File: src/rtl/code_sender.sv
// -----------------------------------------------------------------------------
// code_sender
//
// Serial code transmitter for the two-wire one-hot symbol interface of the
// digital lock. A start request plays out the stored code MSB first, one
// single-cycle pulse per symbol on bit0 (symbol 0) or bit1 (symbol 1), with
// GAP idle cycles between symbols, followed by a one-cycle done pulse.
//
// Optional feature: define CODE_SENDER_PARITY_EN to append one even-parity
// symbol (XOR of all code register bits) after the last code symbol.
//
// Parameters
//   CODE_LEN      number of code symbols (>= 1)
//   GAP           idle cycles between consecutive symbols (0 allowed)
//   DEFAULT_CODE  code register value after reset
//
// Ports
//   clock      in   rising-edge clock
//   reset      in   synchronous, active-high reset
//   start      in   request one transmission (sampled only while busy = 0)
//   code_load  in   load code_in into the code register (only while busy = 0)
//   code_in    in   new code value, bit CODE_LEN-1 is sent first
//   bit0       out  one-cycle pulse = symbol 0
//   bit1       out  one-cycle pulse = symbol 1
//   busy       out  transmission in progress
//   done       out  one-cycle pulse after the final symbol
//   state_o    out  current FSM state (debug)
//
// Handshake: start and code_load are single-cycle requests with no ready
// signal; they take effect only on an edge where busy is low, otherwise they
// are dropped (never queued). All outputs are registered.
// -----------------------------------------------------------------------------
module code_sender #(
   parameter int                  CODE_LEN     = 6,
   parameter int                  GAP          = 2,
   parameter logic [CODE_LEN-1:0] DEFAULT_CODE = CODE_LEN'(6'b011001)
) (
   input  logic                clock,
   input  logic                reset,
   input  logic                start,
   input  logic                code_load,
   input  logic [CODE_LEN-1:0] code_in,
   output logic                bit0,
   output logic                bit1,
   output logic                busy,
   output logic                done,
   output logic [1:0]          state_o
);

`ifdef CODE_SENDER_PARITY_EN
   localparam int PAR_OFS = 1;
`else
   localparam int PAR_OFS = 0;
`endif

   // Total symbols per transmission; the parity slot (if any) is index 0.
   localparam int NUM_SYM = CODE_LEN + PAR_OFS;
   localparam int IW      = $clog2(CODE_LEN + 1);
   localparam int GW      = (GAP > 0) ? $clog2(GAP + 1) : 1;

   typedef enum logic [1:0] {
      S_IDLE = 2'd0,
      S_SEND = 2'd1,
      S_GAP  = 2'd2,
      S_DONE = 2'd3
   } state_t;

   state_t              state_q, state_d;
   logic [IW-1:0]       sym_q, sym_d;   // symbol index, counts down to 0
   logic [GW-1:0]       gap_q, gap_d;   // remaining gap cycles
   logic [CODE_LEN-1:0] code_q, code_d;
   logic                bit0_q, bit0_d;
   logic                bit1_q, bit1_d;
   logic                busy_q, busy_d;
   logic                done_q, done_d;

   logic [CODE_LEN-1:0] code_eff;
   logic                sym_val;

   // A load on the same edge as start must already feed the first symbol,
   // so the symbol lookup uses the value the register is about to take.
   always_comb begin
      code_eff = code_q;
      if (code_load && !busy_q) begin
         code_eff = code_in;
      end
      code_d = code_eff;
   end

   // Next-state logic
   always_comb begin
      state_d = state_q;
      sym_d   = sym_q;
      gap_d   = gap_q;
      case (state_q)
         S_IDLE, S_DONE: begin
            if (start) begin
               state_d = S_SEND;
               sym_d   = IW'(NUM_SYM - 1);
            end else begin
               state_d = S_IDLE;
            end
         end
         S_SEND: begin
            if (sym_q == '0) begin
               state_d = S_DONE;
            end else begin
               sym_d = sym_q - IW'(1);
               if (GAP > 0) begin
                  state_d = S_GAP;
                  gap_d   = GW'(GAP);
               end
            end
         end
         S_GAP: begin
            if (gap_q == GW'(1)) begin
               state_d = S_SEND;
            end else begin
               gap_d = gap_q - GW'(1);
            end
         end
         default: begin
            state_d = S_IDLE;
         end
      endcase
   end

   // Value of the symbol that will be on the wire next cycle.
   always_comb begin
      sym_val = 1'b0;
      for (int i = 0; i < CODE_LEN; i++) begin
         if (sym_d == IW'(i + PAR_OFS)) begin
            sym_val = code_eff[i];
         end
      end
      if ((PAR_OFS == 1) && (sym_d == '0)) begin
         sym_val = ^code_eff;
      end
   end

   // Outputs are registered copies of the decoded next state.
   always_comb begin
      bit0_d = (state_d == S_SEND) && !sym_val;
      bit1_d = (state_d == S_SEND) &&  sym_val;
      busy_d = (state_d == S_SEND) || (state_d == S_GAP);
      done_d = (state_d == S_DONE);
   end

   always_ff @(posedge clock) begin
      if (reset) begin
         state_q <= S_IDLE;
         sym_q   <= '0;
         gap_q   <= '0;
         code_q  <= DEFAULT_CODE;
         bit0_q  <= 1'b0;
         bit1_q  <= 1'b0;
         busy_q  <= 1'b0;
         done_q  <= 1'b0;
      end else begin
         state_q <= state_d;
         sym_q   <= sym_d;
         gap_q   <= gap_d;
         code_q  <= code_d;
         bit0_q  <= bit0_d;
         bit1_q  <= bit1_d;
         busy_q  <= busy_d;
         done_q  <= done_d;
      end
   end

   assign bit0    = bit0_q;
   assign bit1    = bit1_q;
   assign busy    = busy_q;
   assign done    = done_q;
   assign state_o = state_q;

endmodule

File: config.mk
export PLATFORM = sky130hd
export DESIGN_NAME = code_sender
export DESIGN_NICKNAME = d
export VERILOG_FILES = /design/src/rtl/code_sender.sv
export SDC_FILE = /design/constraint.sdc
export NUM_CORES = 1
export LEC_CHECK = 0
export ABC_AREA = 1
export CAP_MARGIN = 25
export CORE_AREA = 2 2 46 48
export CTS_BUF_LIST = sky130_fd_sc_hd__clkbuf_8
export CTS_CLUSTER_DIAMETER = 200
export DETAILED_ROUTE_END_ITERATION = 6
export DIE_AREA = 0 0 48 50
export PLACE_DENSITY = 0.69
export RECOVER_POWER = 25
export SETUP_SLACK_MARGIN = 0.5
export SLEW_MARGIN = 10
export SYNTH_ARGS = -nofsm -noshare
export SYNTH_HDL_FRONTEND = slang
export SYNTH_SLANG_ARGS = --single-unit
File: constraint.sdc
create_clock -name clock -period 1.85 [get_ports clock]
set_clock_uncertainty 0.1 [all_clocks]
set_input_delay 0.555 -clock clock [delete_from_list [all_inputs] [get_ports clock]]
set_output_delay 0.555 -clock clock [all_outputs]
set_load 0.03 [all_outputs]
==> flow_summary.yaml, run 1 <==
setup_path:
  crit_top_cell: "nand2_1"
  r2r_setup_slack_ns: 0.19
  cp-end-kind: "register"
  reg2reg_from: "state_o[0]"
  reg2reg_to: "bit0"
  startpoint_type: "register"
  cp.required_ns: 1.91
  r2r_cells: 12
  worstSetupPathType: "reg -> reg"
  cpPeakStageDelay_ns: 0.39
  cpLargestDelayFamily: "simple AND/OR/NAND/NOR gates"
  cp.arrival_ns: 1.72
  critical_path_buf_inv_count: 1
  crit_path_top_delay_cell: "dfxtp_4"
  crit_fanout: 6
  crit_chain: "inv_2 -> ha_4 -> nor2_4 -> nand2_1 -> nand2_2 -> nand2_2 -> nand2_1 -> nand3_1 -> nand2_1 -> nand2_2 -> nand2_1 -> nor2_2"
placement:
  dp_hpwl_mm: 1.56
  place_area_um2: 1170
  io_buffers: 15
  globalplace.congestion: 0.800
sta:
  hold_violations: 0
  slew_viol_final: 0
  tightest_slew_ns: 0.259
  post-route-min-period_ns: 1.66
  setup_viol: 0
  grt_setup_unrepaired: "yes"
  period_share_pct: 89.9
  setup_tns_ns: 0
  slew-limit-headroom_pct: 82.5
  fmax_mhz: 601
routing:
  vias: 888
  ant_nets: 0
  firstDrtPassIters: 4
  totalWireLength_mm: 2.36
  drt_iter0_markers: 7
  wl_per_cell_um: 12.8
  drc: 0
  vias_per_cell: 4.80
grt:
  grt_pass1_vias: 917
  track_usage_pct: 22.5
  antenna_found_initial: 0
  gr-total-overflow: 0
  grt_pass1_wl_mm: 3.86
  grt_max_degree: 12
worst_hold_path:
  whs_endpoint: "code_q[4]"
  hold_class: "reg -> reg"
  min_delay_path_depth: 2
  hp-start: "code_q[4]"
synth:
  synth-seq-cells: 17
  synth_warnings: 0
  synth_mux_area_share_pct: 2.31
  synth_compound_area_share_pct: 9.22
  synth.top_cell.area_share_pct: 39.2
  synth_xor_area_share_pct: 0
  syn_area_per_cell_um2: 7.12
  synth_cells: 122
  yosysSeqAreaShare_pct: 39.2
  synth_area_leader_cell: "dfxtp_1"
  synthSimpleGateAreaFrac_pct: 29.7
  yosys.area_share.adder_pct: 10.1
  synth_fp_nets: 139
  ys_types: 19
  synth_top_family_by_area: "simple AND/OR/NAND/NOR gates"
  synth_area_leaders: "dfxtp_1 39%, nand2_1 11%, ha_1 10%"
  syn-cell-area_um2: 868
clocking:
  cts_sinks: 17
  clockBufferDepth: 2
  cts_buffers: 3
  worstSkewPairLatency_ns: 0.26
  h-tree-depth: 1
  cts_tree: "done"
  path_clk_slew_ns: 0.07
  holdBufCountCts: 0
  cts_root_buf: "clkbuf_8"
floorplanning:
  start_util_pct: 45.7
  pin_count: 16
  die_width_um: 48
  core_um2: 1900
  fp.dieH_um: 50
  std_cell_rows: 16
  dieArea_um2: 2400
layout:
  drive_above_1_share_pct: 48.1
  final_nets: 176
  design_area_um2: 1420
  final_common_cell: "nand2_1"
  area_delta_synth_final_pct: 63.5
  final_cell_mix: "22 x nand2_1, 14 x nor2_1, 14 x buf_4"
  antenna_cells: 0
  finish.utilization_pct: 74.7
flow_run:
  cap_violations: 0
power_and_ir_drop:
  power.density_nw_per_um2: 898
  ir_drop_uv: 662
  leakage_nw: 0.643
status:
  outcome: "completed"
synthesized netlist by cell type:
| library cell | count |
|---|---|
| mux2i_1 | 2 |
| nand3_1 | 8 |
| nand3_2 | 1 |
| a21oi_1 | 6 |
| dfxtp_1 | 17 |
| o21ai_1 | 1 |
| inv_2 | 2 |
| clkbuf_1 | 1 |
| nor3b_1 | 1 |
| nor2_1 | 16 |
| ha_1 | 7 |
| nand2_2 | 4 |
| nor2_2 | 2 |
| a211oi_1 | 1 |
| nand2_1 | 26 |
| o21ai_0 | 6 |
| inv_1 | 19 |
| a22oi_1 | 1 |
| nor3_1 | 1 |
through the flow:
stage | worst slack, ns | instances | hold slack, ns | total power, W
after CTS | 0.218 | 181 | 0.381 | 0.00122
after floorplan | 0.302 | 122 | 0.334 | 0.000712
after global placement | -0.171 | 171 | 0.354 | 0.000833
after global routing | 0.112 | 185 | 0.424 | 0.00135
after detailed placement | -0.184 | 171 | 0.364 | 0.000849
final | 0.187 | 185 | 0.387 | 0.00128
repair_timing:
item	4_1_cts	5_1_grt
gates resized for setup	67	21
hold endpoints to repair	0	0
buffers inserted	5	4
pin swaps	15	11
gates cloned	1	0
setup endpoints to repair	20	17
state kept, by name (all words and copies together) (netlist names):
signal,flops
code_q,6
done,1
bit0,1
busy,1
state_o,2
sym_q,3
bit1,1
gap_q,2
logic make-up (layout without fill, tap and decap cells):
group | after synthesis | in the layout
buffers and inverters | 22 | 57
flip-flops | 17 | 17
adder cells (fa/ha/maj) | 7 | 7
AO/OA/AOI/OAI | 15 | 15
AND/OR/NAND/NOR | 59 | 60
multiplexers | 2 | 2
worst max-delay path by stage:
stage,slack [ns],end,start,cells after the start
global route,0.11,bit0,state_o[0],12
floorplan,0.30,bit0,state_o[0],11
finish,0.19,bit0,state_o[0],12
global placement,-0.17,bit1,code_load,8
CTS,0.22,busy,state_o[0],8
detailed placement,-0.18,bit0,code_load,9
where the power goes:
| group | switching [W] | total, W | internal, W |
|---|---|---|---|
| registers | 0.0000297 | 0.000443 | 0.000414 |
| logic | 0.000292 | 0.000549 | 0.000256 |
| clock network | 0.000134 | 0.000284 | 0.000150 |
cell type report:
| class | instances | area [um^2] |
|---|---|---|
| sequential | 17 | 355 |
| multi-input combinational | 84 | 609 |
| clock buffer | 3 | 41.3 |
| clock inverter | 1 | 5.00 |
| timing repair buffer | 32 | 294 |
| tap | 27 | 33.8 |
| inverter | 21 | 81.3 |
| fill | 142 | 482 |
per-layer routing:
layer	up-vias	wire length (um)	GRT usage, %	share of wire (%)
li1	454	-	-	-
met1	414	930	24.8	39
met2	14	1310	39.6	56
met3	6	74	4.40	3.1
met4	0	44	9.46	1.9
met5	-	0	0	0
worst min-delay path, cell delays in order, from the launching register on:
cell     delay (ns)
dfxtp_1        0.33
mux2i_2        0.08
nand2_1        0.05
No activity file was read; power rests on OpenSTA's default activity.
==> inputs of run 2 (changes only) <==
--- a/config.mk
+++ b/config.mk
@@ -7,11 +7,11 @@
 export LEC_CHECK = 0
 export ABC_AREA = 1
 export CAP_MARGIN = 25
-export CORE_AREA = 2 2 46 48
+export CORE_AREA = 3 3 47 49
 export CTS_BUF_LIST = sky130_fd_sc_hd__clkbuf_8
 export CTS_CLUSTER_DIAMETER = 200
 export DETAILED_ROUTE_END_ITERATION = 6
-export DIE_AREA = 0 0 48 50
+export DIE_AREA = 0 0 50 52
 export PLACE_DENSITY = 0.69
 export RECOVER_POWER = 25
 export SETUP_SLACK_MARGIN = 0.5
==> flow_summary.yaml, run 2 (synthesized netlist as in run 1, its figures left out) <==
clocking:
  h-tree-depth: 1
  holdBufCountCts: 0
  cts_buffers: 3
  cts_sinks: 17
  cts_tree: "done"
  cts_root_buf: "clkbuf_8"
  path_clk_slew_ns: 0.06
  clockBufferDepth: 2
  worstSkewPairLatency_ns: 0.25
routing:
  vias_per_cell: 4.94
  wl_per_cell_um: 13.1
  ant_nets: 0
  firstDrtPassIters: 4
  vias: 894
  totalWireLength_mm: 2.38
  highest_layer: "met4"
  wl_met2_mm: 1.30
  wl_met3_um: 96
  wl_met1_um: 911
  drt_iter0_markers: 14
  drc: 0
power_and_ir_drop:
  power.density_nw_per_um2: 880
  ir_drop_uv: 598
  leakage_nw: 0.647
placement:
  globalplace.congestion: 0.778
  io_buffers: 15
  dp_hpwl_mm: 1.44
layout:
  multi_input_area_um2: 682
  nFillCells: 138
  final_cell_mix: "17 x inv_1, 15 x nand2_1, 13 x nor2_1"
  reg_top3: "code_q x6, sym_q x3"
  antenna_cells: 0
  finish.utilization_pct: 76.5
  regArea_um2: 354
  drive_above_1_share_pct: 50.0
  largest-register: "code_q"
  final_nets: 172
  final_common_cell: "inv_1"
  largest_register_ffs: 6
  area_delta_synth_final_pct: 67.6
grt:
  gr-total-overflow: 0
  grt_pass1_vias: 839
  grt_max_degree: 10
  antenna_found_initial: 0
  grt_pass1_wl_mm: 3.61
  track_usage_pct: 18.4
floorplanning:
  std_cell_rows: 16
  fp.dieH_um: 52
  dieArea_um2: 2600
  pin_count: 16
  start_util_pct: 45.7
  die_width_um: 50
  core_um2: 1900
setup_path:
  cp.required_ns: 1.94
  reg2reg_from: "state_o[0]"
  worstSetupPathType: "in -> reg"
  startpoint: "code_load"
  r2r_setup_slack_ns: 0.23
  cp-end-kind: "register"
  startpoint_type: "input pin"
  crit_fanout: 5
  cp.arrival_ns: 1.73
sta:
  setup_viol: 0
  slew-limit-headroom_pct: 75.6
  fmax_mhz: 612
  grt_setup_unrepaired: "yes"
  tightest_slew_ns: 0.362
  hold_violations: 0
  period_share_pct: 88.3
  slew_viol_final: 0
  setup_tns_ns: 0
  post-route-min-period_ns: 1.63
worst_hold_path:
  hold_class: "reg -> reg"
  hp-start: "gap_q[0]"
flow_run:
  cap_violations: 0
status:
  outcome: "completed"
-- run 2: cell types whose count changed in the layout (fill, tap and decap cells not counted), moves of 3 or more --
cell / before / now
nand2_4: 1 / 6
inv_2: 7 / 4
buf_4: 14 / 11
nand2_1: 22 / 15
inv_1: 13 / 17
-- run 2: timing repair --
item | in CTS | in global routing
endpoints found under the setup margin | 21 | 18
setup buffers | 5 | 3
gates resized for setup | 65 | 34
gates cloned | 1 | 0
pin swaps | 9 | 12
-- run 2: worst paths after layout --
kind,end,cells after the start
max reg2reg,bit0,12
min reg2reg,gap_q[0],2
max,bit0,9
min,gap_q[0],2
-- run 2: layout make-up --
cell class                 count  share of cell area, %
clock buffer                   3                   2.84
clock inverter                 1                  0.258
inverter                      21                   5.59
multi-input combinational     84                   46.9
sequential                    17                   24.3
tap                           27                   2.32
timing repair buffer          28                   17.8
-- run 2: where the power goes --
part / leakage [nW] / internal (W) / switching (W)
Combinational: 0.477 / 0.000254 / 0.000322
Sequential: 0.143 / 0.000413 / 0.0000281
Clock: 0.0269 / 0.000147 / 0.000116
Total: 0.647 / 0.000814 / 0.000467
-- run 2: worst max-delay path, stage by stage --
cell and delay, ns:
dlygate4sd2_1 0.28, nand2_2 0.11, o21ai_0 0.33, nand2_2 0.11, nand3_2 0.07, nand2_1 0.06, nand2_2 0.08, nand2_2 0.05
nor2_2 0.09
-- run 2: metal layers --
| metal | vias up | track usage (%) |
|---|---|---|
| met2 | 22 | 32.8 |
| met1 | 418 | 19.8 |
| li1 | 445 | - |
| met3 | 9 | 5.73 |
| met4 | 0 | 7.83 |
| met5 | - | 0 |
-- run 2: metrics by stage --
| step | hold WS (ns) | total power [W] | instance area, um^2 | setup WS [ns] | cells |
|---|---|---|---|---|---|
| 2_1_floorplan | 0.334 | 0.000712 | 932 | 0.302 | 122 |
| 3_3_place_gp | 0.355 | 0.000821 | 1150 | -0.192 | 168 |
| 3_5_place_dp | 0.366 | 0.000829 | 1150 | -0.221 | 168 |
| 4_1_cts | 0.376 | 0.00117 | 1310 | 0.245 | 178 |
| 5_1_grt | 0.397 | 0.00136 | 1460 | 0.0798 | 181 |
| 6_report | 0.374 | 0.00128 | 1460 | 0.216 | 181 |
